<file path="src/rtl/prog_loader_pkg.sv">
// prog_loader_pkg: shared state encoding and gap-counter width for the program loader.
package prog_loader_pkg;
    typedef enum logic [2:0] {S_IDLE, S_LOAD, S_GAP, S_RUN, S_ERR} state_t;
    localparam int GAP_W = 4;
endpackage

</file>
<file path="src/rtl/prog_loader.sv">
// prog_loader: streams a host program into the CPU as load strobes, then raises start after a fixed gap.
module prog_loader
    import prog_loader_pkg::*;
#(
    parameter int DATA_W    = 32,
    parameter int DEPTH     = 128,
    parameter int START_GAP = 2
) (
    input  logic                       clk,
    input  logic                       rst,
    input  logic                       go,
    input  logic                       host_valid,
    input  logic [DATA_W-1:0]          host_data,
    input  logic                       host_last,
    output logic                       host_ready,
    output logic                       load,
    output logic [DATA_W-1:0]          ins,
    output logic                       start,
    output logic                       busy,
    output logic                       err,
    output logic [$clog2(DEPTH+1)-1:0] word_count
);
    localparam int CW = $clog2(DEPTH+1);

    state_t           r_state;
    logic [GAP_W-1:0] r_gap;
    logic             w_acc;
    logic [CW-1:0]    w_cnt_nxt;

    assign w_acc     = host_valid && host_ready;
    assign w_cnt_nxt = word_count + 1'b1;

    // Outputs are updated alongside the state so each reflects the state it belongs to.
    always_ff @(posedge clk) begin
        if (rst) begin
            r_state    <= S_IDLE;
            r_gap      <= '0;
            host_ready <= 1'b0;
            load       <= 1'b0;
            ins        <= '0;
            start      <= 1'b0;
            busy       <= 1'b0;
            err        <= 1'b0;
            word_count <= '0;
        end else begin
            load <= 1'b0;
            case (r_state)
                S_IDLE: if (go) begin
                    r_state    <= S_LOAD;
                    word_count <= '0;
                    host_ready <= 1'b1;
                    busy       <= 1'b1;
                end
                S_LOAD: if (w_acc) begin
                    ins        <= host_data;
                    load       <= 1'b1;
                    word_count <= w_cnt_nxt;
                    if (host_last) begin
                        r_state    <= S_GAP;
                        r_gap      <= GAP_W'(START_GAP);
                        host_ready <= 1'b0;
                    end else if (w_cnt_nxt == CW'(DEPTH)) begin
                        r_state    <= S_ERR;
                        host_ready <= 1'b0;
                        busy       <= 1'b0;
                        err        <= 1'b1;
                    end
                end
                S_GAP: begin
                    r_gap <= r_gap - 1'b1;
                    if (r_gap == GAP_W'(1)) begin
                        r_state <= S_RUN;
                        busy    <= 1'b0;
                        start   <= 1'b1;
                    end
                end
                default: ;
            endcase
        end
    end
endmodule

</file>
<file path="config.mk">
export PLATFORM = sky130hd
export DESIGN_NAME = prog_loader
export DESIGN_NICKNAME = d
export VERILOG_FILES = /design/src/rtl/prog_loader_pkg.sv /design/src/rtl/prog_loader.sv
export SDC_FILE = /design/constraint.sdc
export NUM_CORES = 1
export LEC_CHECK = 0
export ABC_CLOCK_PERIOD_IN_PS = 2000
export BUFFER_PORTS_ARGS = -buffer_cell sky130_fd_sc_hd__buf_4
export CORE_MARGIN = 5
export CORE_UTILIZATION = 48
export DETAILED_ROUTE_END_ITERATION = 16
export PLACE_DENSITY = 0.9
export SYNTH_ARGS = -nofsm -noshare
export SYNTH_HDL_FRONTEND = slang
export SYNTH_SLANG_ARGS = --single-unit
</file>
<file path="constraint.sdc">
create_clock -name clk -period 2 [get_ports clk]
set_clock_uncertainty 0.05 [all_clocks]
set_input_delay 0.2 -clock clk [delete_from_list [all_inputs] [get_ports clk]]
set_output_delay 0.2 -clock clk [all_outputs]
set_load 0.01 [all_outputs]
</file>
# [After elaboration in Yosys (flattened, before gate mapping)]
# Index checks and enable logic that the tools add are counted.
[totals] register_bits=52 in_bits=37 output_inout_bits=45 elab_cells=60
[op_classes] n_addsub=2 n_eq_ne=11 mux=22 bitwise_logic=2 reduce_logical=14
[ops] operator="8-bit 2-to-1 mux" count=2
[ops] operator="8-bit one-hot mux with 2 select lines" count=1
[ops] operator="3-bit 2-to-1 mux" count=5
[ops] operator="2-bit != test (second input constant)" count=6
[ops] operator="3-bit one-hot mux with 3 select lines" count=1
[ops] operator="8-bit by 1-bit adder with 8-bit output (second input constant)" count=1
[ops] operator="8-bit equality test (second input constant)" count=1
[ops] operator="1-bit 2-to-1 mux" count=8
[ops] operator="4-bit 2-to-1 mux" count=2
[ops] operator="4-bit one-hot mux with 2 select lines" count=1
[ops] operator="4-bit AND reduction" count=2
[ops] operator="3-bit AND reduction" count=2
[ops] operator="6-bit AND reduction" count=1
[ops] operator="5-bit AND reduction" count=1
[ops] operator="4-bit by 1-bit equality test with 1-bit output (second input constant)" count=1
[ops] operator="2-bit AND reduction" count=2
[ops] operator="2-bit nonzero test" count=2
[ops] operator="4-bit by 1-bit subtractor with 4-bit output (second input constant)" count=1
[ops] operator="3-bit by 1-bit equality test with 1-bit output (second input constant)" count=1
[ops] operator="3-bit by 2-bit equality test with 1-bit output (second input constant)" count=1
[ops] operator="3-bit zero test" count=1
[ops] operator="3-bit != test (second input constant)" count=1
[ops] operator="1-bit one-hot mux with 3 select lines" count=1
[ops] operator="3-bit nonzero test" count=1
[ops] operator="4 further kinds" count=5

# [Logic depth before layout (Yosys ltp)]
[depth] word_depth=6 ltp_mapped=7 mapped_depth_nobuf=7

# [Worst setup path after synthesis]
# Ideal clock, no wire load.
[synth_path] path_type="register to register" startpoint="register word_count[3]" endpoint="register err" setup_ns=0.070 arrival_ns=1.619 required_time_ns=1.880 path_slack_ns=0.261 path_stages_with_launch=6 n_path_buf=0 period_less_slack_ns=1.739 cell_sequence="dfxtp_1 -> and3_2 -> nand4b_1 -> a311o_1 -> or3_1 -> a21oi_1"
[synth_between] elab_chain_len=3
[synth_rtl] element="from (decl)" line="prog_loader.sv:21" rtl="output logic [$clog2(DEPTH+1)-1:0] word_count"
[synth_rtl] element="from (signal assigned)" line="prog_loader.sv:57" rtl="word_count <= w_cnt_nxt;"
[synth_rtl] element="8-bit by 1-bit adder with 8-bit output" line="prog_loader.sv:31" rtl="assign w_cnt_nxt = word_count + 1'b1;"
[synth_rtl] element="8-bit equality test" line="prog_loader.sv:62" rtl="end else if (w_cnt_nxt == CW'(DEPTH)) begin"
[synth_rtl] element="4-bit AND reduction (no source line)"
[synth_rtl] element="to (signal assigned)" line="prog_loader.sv:43" rtl="err <= 1'b0;"
[synth_rtl] element="to (signal assigned)" line="prog_loader.sv:66" rtl="err <= 1'b1;"
[synth_rtl] element="to (decl)" line="prog_loader.sv:20" rtl="output logic err,"
# Every way passes these cells.
# A chain may end at the register's enable or synchronous reset.

# [Worst setup path after layout]
[layout_path] startpoint="register word_count[0]" endpoint="register err"
# Same word-level chain as after synthesis.

==> metrics.md <==
| Metric | Value |
|---|---|
| Worst path arrival time | `2.05 ns` |
| Via-per-instance ratio | `5.27` |
| Setup CP Type | `flip-flop to flip-flop` |
| Remaining DRCs | `0` |
| GRT overflow | `0` |
| Final hold vios | `0` |
| Die ar. | `5780 sq um` |
| Combinational Power Share | `12.0%` |
| DRT Pass-1 Iters | `4` |
| Mapped Area | `2090 sq um` |
| Die W | `76 um` |
| Iter 0 DRT Violations | `95` |
| Int Power | `1.42 mW` |
| Status | `finished, final reports clean` |
| Largest net degree at the start of global routing | `52` |
| Max-cap violations | `0` |
| Mapped Cells | `264` |
| Drt wl/cell | `13.0 um` |
| Seq/Total Area, Yosys | `49.8%` |
| Top Ports | `82` |
| Req. time, crit path | `2.19 ns` |
| ANT cells | `0` |
| Worst setup path end | `err` |
| FF-to-FF Start | `word_count[0]` |
| WL final | `5130 um` |
| Fmax | `536 MHz` |
| Synth top area cells | `dfxtp_1, nand2_1, a21oi_1` |
| Slew Viols, Final | `0` |
| Final ANT Viol Nets | `0` |
| Area growth syn-to-layout | `36.0%` |
| Number of synthesized register bits | `52` |
| CTS sink cnt | `52` |
| Hpwl dp | `3640 um` |
| Ys Warns | `0` |
| Leading area contributor after synthesis | `dfxtp_1` |
| Layout net count | `382` |
| Synth async-reset ratio | `0%` |
| Main synth FF type | `dfxtp_1` |
| Min-delay worst type | `input port to flip-flop` |
| Placed Cells | `387` |
| DIE HEIGHT | `76 um` |
| Pleak | `1.16 nW` |
| Reg2Reg Setup Slack | `0.13 ns` |
| Gpl congestion | `0.841` |
| List of most frequent post-synthesis cells | `nand2_1, a21oi_1, dfxtp_1` |
| Critical Path Fanout Max | `8` |
| Synth cell types | `35` |
| Global-route wire length before repair | `8590 um` |
| Crit path capture type | `flip-flop` |
| Pre-CTS setup slack | `0.175 ns` |
| Crit path time final | `1.87 ns` |
| Hold slack | `0.0694 ns` |
| Post-synthesis net count | `304` |
| Setup-failing EPs final | `0` |
| Tightest Pin Transition | `0.505 ns` |
| Sequential Power Share | `58.2%` |
| Critical Path Source | `word_count[0]` |
| Routed via count | `2077` |
| Count leader, synth | `nand2_1` |
| Clock share of power | `29.8%` |
| Share of the synthesized area in the top cell type | `49.8%` |
| Initial antenna violation count | `0` |
| Initial Util | `48.7%` |
| Fin crit share | `93.3%` |
| Power Density | `656 nW/um^2` |
| Post-synth EDFFs | `0` |
| CORE AREA | `4290 sq um` |
| Setup ws final | `0.134 ns` |
| Clk slew on worst S/H paths | `0.09 ns` |
| Avg Cell Area, Syn | `7.92 sq um` |
| Nature of the critical path startpoint | `flip-flop` |
| Layout cell share with drive strength beyond 1 | `28.9%` |
| Clock latency on the worst-skew pair | `0.30 ns` |
| H-Tree Depth | `2` |
| CTS max path bufs | `2` |
| Total GRT Usage | `17.4%` |
| Vias in the first global route | `1984` |
| Switch share | `24.0%` |
| CTS root buf | `clkbuf_8` |
| Worst vdd ir | `0.000402 V` |
| Switching pwr | `0.448 mW` |
| Worst R2R End | `err` |
| Number of cell rows | `24` |
| Reg2reg path depth | `5` |
| Rel. slew slack | `66.4%` |
| Clock buffer count from CTS | `5` |
| Port bufs | `81` |
| CTS tree | `yes` |
| Finished Layout Cells | `394` |
[worst min-delay path by stage]
stage / from / to / slack (ns) / depth (start not counted)
after floorplan: host_valid / host_ready / 0.25 / 1
after global placement: host_valid / host_ready / 0.38 / 2
after detailed placement: host_valid / host_ready / 0.39 / 2
after CTS: host_valid / host_ready / 0.06 / 2
after global routing: host_data[16] / ins[16] / 0.08 / 3
final: host_valid / host_ready / 0.07 / 2
[cell usage in the layout, fill, tap and decap left out, types with 2 or more instances in the layout]
cell      synthesis  routed
a211oi_1          3       3
a21oi_1          52      52
a311oi_1          2       2
a31oi_1           3       3
and3_1            3       3
buf_4             0      86
clkbuf_8          0       5
dfxtp_1          52      51
ha_1              3       3
inv_1             6       6
nand2_1          70      70
nand2b_1          4       4
nand3_1           5       5
nand3b_1          4       4
nand4_1           2       2
nand4b_1          2       2
nor2_1           14      14
o21ai_0           7       7
[critical path, stage by stage (launching register included)]
cell      delay (ns)
dfxtp_1         0.50
and3_1          0.27
nand4b_1        0.12
a311o_1         0.39
or3_1           0.33
a21oi_1         0.14
[area by class of cell]
type | instances | area (sq um)
fill | 392 | 1450
sequential | 52 | 1040
multi-input combinational | 190 | 971
timing repair buffer | 87 | 666
clock buffer | 6 | 72.6
tap | 52 | 65.1
inverter | 6 | 22.5
clock inverter | 1 | 5.00
[cell families (layout without fill, tap and decap cells)]
group	count (synthesis)	in the layout	share of synthesized area, %
AOI/OAI and AO/OA	73	73	19.5
buffers and inverters	22	100	4.07
DFF	52	52	49.8
adders and majority gates	3	3	1.80
and+or+nand+nor	114	114	24.8
[stage by stage]
step           power (mW)   TNS, ns  util [%]  cell area, sq um
6_report             1.86         0      66.2              2840
3_5_place_dp         1.33         0      64.2              2760
4_1_cts              1.88         0      66.1              2840
5_1_grt              1.94  -0.00658      66.2              2840
3_3_place_gp         1.33         0      64.2              2760
2_1_floorplan        1.21         0         -              2090
[power by group through the flow]
| stage | logic, mW | clock network [mW] | registers [mW] |
|---|---|---|---|
| 3_3_place_gp | 0.220 | 0 | 1.11 |
| 3_5_place_dp | 0.224 | 0 | 1.11 |
| 5_1_grt | 0.250 | 0.598 | 1.09 |
| 4_1_cts | 0.225 | 0.572 | 1.08 |
| 6_report | 0.223 | 0.556 | 1.09 |
| 2_1_floorplan | 0.0981 | 0 | 1.11 |
[flip-flops by register name, summed over array words and instances (netlist names)]
signal	count
host_ready	1
load	1
err	1
ins	32
busy	1
r_state	3
word_count	8
r_gap	4
start	1
[per-layer routing]
| layer | GRT usage (%) | wire (um) |
|---|---|---|
| met2 | 31.2 | 2530 |
| met4 | 6.05 | 56 |
| met3 | 4.85 | 434 |
| met5 | 0 | 0 |
| met1 | 19.5 | 2110 |
[repair_timing]
item                                    CTS  global route
endpoints found under the setup margin    0             2
hold buffers                              0             0
buffers inserted                          0             0
resized for setup                         0             3
Power figures use the tool's default switching activity.
